<file path="src/rtl/rv_core_pkg.sv">
// Core-wide constants and types shared by the register file and its scoreboard.
package rv_core_pkg;

    localparam int unsigned XLEN         = 32;
    localparam int unsigned REG_AW       = 5;
    localparam int unsigned ZERO_REG_IDX = 0;

    typedef logic [REG_AW-1:0] reg_addr_t;

endpackage

</file>
<file path="src/rtl/register_file_mp_scoreboard.sv">
// Per-register busy bits tracking outstanding late (load) writes.
module rf_scoreboard
    import rv_core_pkg::*;
#(
    parameter int unsigned NREGS    = 32,
    parameter int unsigned AW       = $clog2(NREGS),
    parameter int unsigned ZERO_REG = 1
) (
    input  logic             clk,
    input  logic             reset,
    input  logic             set_en,
    input  logic [AW-1:0]    set_addr,
    input  logic             clr_en,
    input  logic [AW-1:0]    clr_addr,
    output logic [NREGS-1:0] busy
);

    logic [NREGS-1:0] busy_d;
    logic [NREGS-1:0] busy_q;
    logic             set_ok;

    assign set_ok = set_en && !((ZERO_REG != 0) && (set_addr == AW'(ZERO_REG_IDX)));

    // Set is applied after clear so a reissued load to the same register stays pending.
    always_comb begin
        busy_d = busy_q;
        if (clr_en) begin
            busy_d[clr_addr] = 1'b0;
        end
        if (set_ok) begin
            busy_d[set_addr] = 1'b1;
        end
    end

    always_ff @(posedge clk or negedge reset) begin
        if (!reset) begin
            busy_q <= '0;
        end else begin
            busy_q <= busy_d;
        end
    end

    assign busy = busy_q;

endmodule

</file>
<file path="src/rtl/register_file_mp.sv">
// Multi-read-port register file with execute/late write ports, optional write-through
// bypass on the operand ports, a busy scoreboard and an unbypassed debug read port.
module register_file_mp
    import rv_core_pkg::*;
#(
    parameter  int unsigned WIDTH    = XLEN,
    parameter  int unsigned NREGS    = 2 ** REG_AW,
    parameter  int unsigned NRD      = 2,
    parameter  int unsigned BYPASS   = 1,
    parameter  int unsigned ZERO_REG = 1,
    localparam int unsigned AW       = $clog2(NREGS)
) (
    input  logic                 clk,
    input  logic                 reset,
    input  logic                 write_enable,
    input  logic [AW-1:0]        Destination_select,
    input  logic [WIDTH-1:0]     DATA,
    input  logic                 late_we,
    input  logic [AW-1:0]        late_addr,
    input  logic [WIDTH-1:0]     late_data,
    input  logic                 busy_set,
    input  logic [AW-1:0]        busy_addr,
    input  logic [NRD*AW-1:0]    Source_select,
    output logic [NRD*WIDTH-1:0] out,
    output logic [NRD-1:0]       out_busy,
    input  logic [AW-1:0]        Debug_Source_select,
    output logic [WIDTH-1:0]     Debug_out,
    output logic [NREGS-1:0]     busy_vec
);

    function automatic logic is_zero(input logic [AW-1:0] addr);
        return (ZERO_REG != 0) && (addr == AW'(ZERO_REG_IDX));
    endfunction

    logic [WIDTH-1:0] regs_d [NREGS];
    logic [WIDTH-1:0] regs_q [NREGS];
    logic [NREGS-1:0] busy;

    // Late write goes first so an execute write to the same register overrides it.
    always_comb begin
        regs_d = regs_q;
        if (late_we && !is_zero(late_addr)) begin
            regs_d[late_addr] = late_data;
        end
        if (write_enable && !is_zero(Destination_select)) begin
            regs_d[Destination_select] = DATA;
        end
    end

    always_ff @(posedge clk or negedge reset) begin
        if (!reset) begin
            regs_q <= '{default: '0};
        end else begin
            regs_q <= regs_d;
        end
    end

    rf_scoreboard #(
        .NREGS   (NREGS),
        .AW      (AW),
        .ZERO_REG(ZERO_REG)
    ) u_scoreboard (
        .clk     (clk),
        .reset   (reset),
        .set_en  (busy_set),
        .set_addr(busy_addr),
        .clr_en  (late_we),
        .clr_addr(late_addr),
        .busy    (busy)
    );

    for (genvar k = 0; k < NRD; k++) begin : g_rd
        logic [AW-1:0]    rd_addr;
        logic [WIDTH-1:0] rd_data;
        logic             rd_busy;

        assign rd_addr = Source_select[k*AW +: AW];

        // Bypassed inputs are not yet reset-cleared, so gate the port while reset is held.
        always_comb begin
            rd_data = regs_q[rd_addr];
            rd_busy = busy[rd_addr];
            if (BYPASS != 0) begin
                if (late_we && (late_addr == rd_addr)) begin
                    rd_data = late_data;
                    rd_busy = 1'b0;
                end
                if (write_enable && (Destination_select == rd_addr)) begin
                    rd_data = DATA;
                end
            end
            if (is_zero(rd_addr) || !reset) begin
                rd_data = '0;
                rd_busy = 1'b0;
            end
        end

        assign out[k*WIDTH +: WIDTH] = rd_data;
        assign out_busy[k]           = rd_busy;
    end

    assign Debug_out = regs_q[Debug_Source_select];
    assign busy_vec  = busy;

endmodule

</file>
<file path="config.mk">
export PLATFORM = sky130hd
export DESIGN_NAME = register_file_mp
export DESIGN_NICKNAME = d
export VERILOG_FILES = /design/src/rtl/rv_core_pkg.sv /design/src/rtl/register_file_mp_scoreboard.sv /design/src/rtl/register_file_mp.sv
export SDC_FILE = /design/constraint.sdc
export NUM_CORES = 2
export LEC_CHECK = 0
export CORE_ASPECT_RATIO = 2
export CORE_MARGIN = 5
export CORE_UTILIZATION = 60
export CTS_CLUSTER_SIZE = 28
export DETAILED_ROUTE_END_ITERATION = 10
export PLACE_DENSITY_LB_ADDON = 0.1
export RECOVER_POWER = 100
export SYNTH_ARGS = -nofsm -noshare
export SYNTH_HDL_FRONTEND = slang
export SYNTH_HIERARCHICAL = 1
export SYNTH_SLANG_ARGS = --single-unit
</file>
<file path="constraint.sdc">
create_clock -name clk -period 9.35 [get_ports clk]
set_input_delay 1.87 -clock clk [delete_from_list [all_inputs] [get_ports clk]]
set_output_delay 1.87 -clock clk [all_outputs]
set_load 0.02 [all_outputs]
</file>
==> impl_metrics.json <==
{
  "rsz0062_at_grt": "no",
  "slew-limit-headroom_pct": -262,
  "vias": 65300,
  "path_clk_slew_ns": 0.07,
  "dp_slack_ns": 1.15,
  "setup_viol": 0,
  "fmax_mhz": 108,
  "start_util_pct": 60.2,
  "met3_usage_pct": 19.5,
  "fin_cells": 8151,
  "crit_fanout": 45,
  "wl_mm": 330,
  "hold_viol": 0,
  "tightestPinTransition_ns": 5.43,
  "status": "finished, violations left",
  "fin_crit_ns": 9.30,
  "finalClockSkew_ns": 0,
  "final_max_slew_viol_count": 2609,
  "p_leak_nw": 32.5,
  "clockPowerShare_pct": 26.1,
  "tns_ns": 0,
  "async_flop_share_pct": 100,
  "syn2layout_area_growth_pct": 7.78,
  "syn_avg_cell_area_sq_um": 11.1,
  "critPathKind": "input pin to primary output",
  "ys_seq_elements": 1056,
  "use_met1_pct": 59.4,
  "post_cts_resized": 0,
  "cp-end-kind": "primary output",
  "p_sw_mw": 5.95,
  "cts_tree": "built",
  "post-route-period-util_pct": 99.4,
  "io_buffers": 228,
  "firstDrtPassIters": 9,
  "root_buffer": "clkbuf_16",
  "hold_depth": 0,
  "synth_area_leader_cell": "dfrtp_1",
  "grt_max_degree": 156,
  "p_comb_share_pct": 32.6,
  "gp_congestion": 0.991,
  "io_pins": 229,
  "postCtsSetupBuffers": 0,
  "wl_per_cell_microns": 40.4,
  "grt_pass1_vias": 63100,
  "drive_gt1_share_pct": 19.8,
  "failed_checks": "max-capacitance violations, max-slew violations",
  "track_usage_pct": 48.8,
  "synth.cell_area_sq_um": 74800,
  "overflow": 0,
  "gr-max-usage-layer": "met2",
  "cp-start-kind": "input pin",
  "antenna_found_initial": 21,
  "cts-buffers-inserted": 101,
  "ctsHoldBuffers": 0,
  "clockBufferDepth": 3,
  "die_y_microns": 509,
  "syn_nets": 6834,
  "drc": 0,
  "pwr_density_cell_nw_per_um2": 213,
  "netlist.area_leader.share_pct": 35.3,
  "cts_sinks": 1056,
  "pwr-share-seq_pct": 41.3,
  "die-area_sq_um": 132000,
  "p_int_mw": 11.2,
  "required_ns": 7.48,
  "ant_nets": 0,
  "hpwl_mm": 192,
  "switching_share_pct": 34.7,
  "grt_pass1_wl_mm": 463,
  "r2r_cells": 3,
  "setup_ws_ns": 0.0524,
  "rows": 183,
  "whs_ns": 0.422,
  "ys_top_cells_by_count": "dfrtp_1, mux2i_1, mux4_2",
  "drtIter0Drc": 12300,
  "ys.flop_type": "dfrtp_1",
  "met2_usage_pct": 67.4,
  "ir_drop_uv": 169,
  "clock_latency_ns": 0.74,
  "core_sq_um": 124000,
  "synthCells": 6735,
  "hold_path_class": "flop to flop",
  "via_per_inst": 8.01,
  "cp.arrival_ns": 7.43,
  "cap_violations": 76,
  "dp.cells": 7952,
  "ys_warn_count": 6,
  "yosysMostFrequentCell": "dfrtp_1",
  "seq_area_frac_synth_pct": 35.3,
  "synth-edff-count": 0,
  "synth_area_leaders": "dfrtp_1, mux4_2, mux2i_1",
  "layout.nets": 6490,
  "synth_cell_types": 67,
  "htreeDepth": 3,
  "die_w_microns": 260
}
## logic make-up (layout without fill, tap and decap cells)
group,after synthesis,after routing,share of synthesized area (%)
compound gates,1548,1548,12.2
xor+xnor,20,20,0.234
mux,1916,1916,39.9
flops,1056,1056,35.3
simple gates,1291,1291,6.94
buf+inv,904,640,5.40
other cells,0,15,0
## state kept, by name, summed over array words and instances (netlist names)
name / cells
u_scoreboard/busy: 32
regs_q: 1024
## per-layer routing
metal / up-vias / wire [microns]
met5: - / 110
li1: 24900 / -
met1: 32000 / 102000
met2: 6479 / 137000
met4: 16 / 38000
met3: 1965 / 52000
## power by group through the flow
stage	clock, mW	combinational [mW]	sequential (mW)
2_1_floorplan	0	3.97	6.63
3_3_place_gp	0	5.34	6.95
3_5_place_dp	0	5.46	7.06
4_1_cts	4.44	5.48	6.99
5_1_grt	4.62	5.84	7.18
6_report	4.47	5.58	7.08
## worst max-delay path, cell delays in order
cell             delay (ns)
clkbuf_1               1.31
xor2_1                 0.14
nor4_1                 0.41
and2_2                 1.37
nand2_1                1.13
o21a_1                 0.55
clkdlybuf4s50_1        0.57
## cell type report
cell class / instances / area, sq um
multi-input combinational: 4775 / 44600
timing repair buffer: 454 / 4030
antenna: 15 / 37.5
clock buffer: 151 / 2980
inverter: 3 / 11.3
sequential: 1056 / 26400
clock inverter: 32 / 430
fill: 9849 / 43500
tap: 1665 / 2080
## through the flow
stage	power (mW)	utilization [%]	instance area (sq um)
2_1_floorplan	10.6	-	74800
3_3_place_gp	12.3	62.5	77600
3_5_place_dp	12.5	62.5	77600
4_1_cts	16.9	65.3	81000
5_1_grt	17.6	64.9	80500
6_report	17.1	64.9	80600
## cells in the final DEF (no fill, tap or decap), types with 9 or more instances in the layout
| cell type | netlist | routed |
|---|---|---|
| nor3_1 | 28 | 29 |
| nand2_4 | 0 | 13 |
| diode_2 | 0 | 15 |
| nand3_1 | 46 | 42 |
| nor2_1 | 736 | 720 |
| mux2i_1 | 1041 | 1041 |
| clkbuf_1 | 528 | 74 |
| dlygate4sd3_1 | 1 | 100 |
| a211o_1 | 9 | 9 |
| mux2_2 | 34 | 34 |
| o21ai_1 | 69 | 39 |
| a21o_1 | 22 | 22 |
| o21ai_0 | 356 | 385 |
| a22oi_1 | 73 | 73 |
| mux4_2 | 821 | 821 |
| a221oi_1 | 24 | 24 |
| nor2_4 | 0 | 15 |
| a211oi_1 | 9 | 9 |
| a22o_1 | 19 | 19 |
| o22ai_1 | 35 | 35 |
| o221ai_1 | 19 | 19 |
| clkinv_2 | 0 | 14 |
| mux4_1 | 15 | 15 |
| nand2b_1 | 9 | 9 |
| xor2_1 | 10 | 10 |
| nand3b_1 | 10 | 10 |
| clkdlybuf4s50_1 | 0 | 111 |
| buf_12 | 3 | 16 |
| dfrtp_1 | 1056 | 1056 |
| bufinv_16 | 0 | 9 |
| a21oi_1 | 703 | 703 |
| a32oi_1 | 179 | 179 |
| buf_4 | 53 | 163 |
| xnor2_1 | 10 | 10 |
| clkbuf_16 | 0 | 103 |
| nand2_1 | 407 | 390 |
| clkbuf_8 | 0 | 22 |
| o211ai_1 | 10 | 10 |
## worst paths after layout
path                                    end  slack [ns]              from
worst min-delay path            regs_q[994]        0.42       regs_q[994]
max in group asynchronous       regs_q[126]        1.69             reset
min in group asynchronous       regs_q[998]        1.06             reset
worst max-delay path                out[27]        0.05  Source_select[3]
worst min register to register  regs_q[994]        0.42       regs_q[994]
worst max register to register  regs_q[957]        8.19       regs_q[957]
Note: power is estimated with default switching activity, not from simulation.
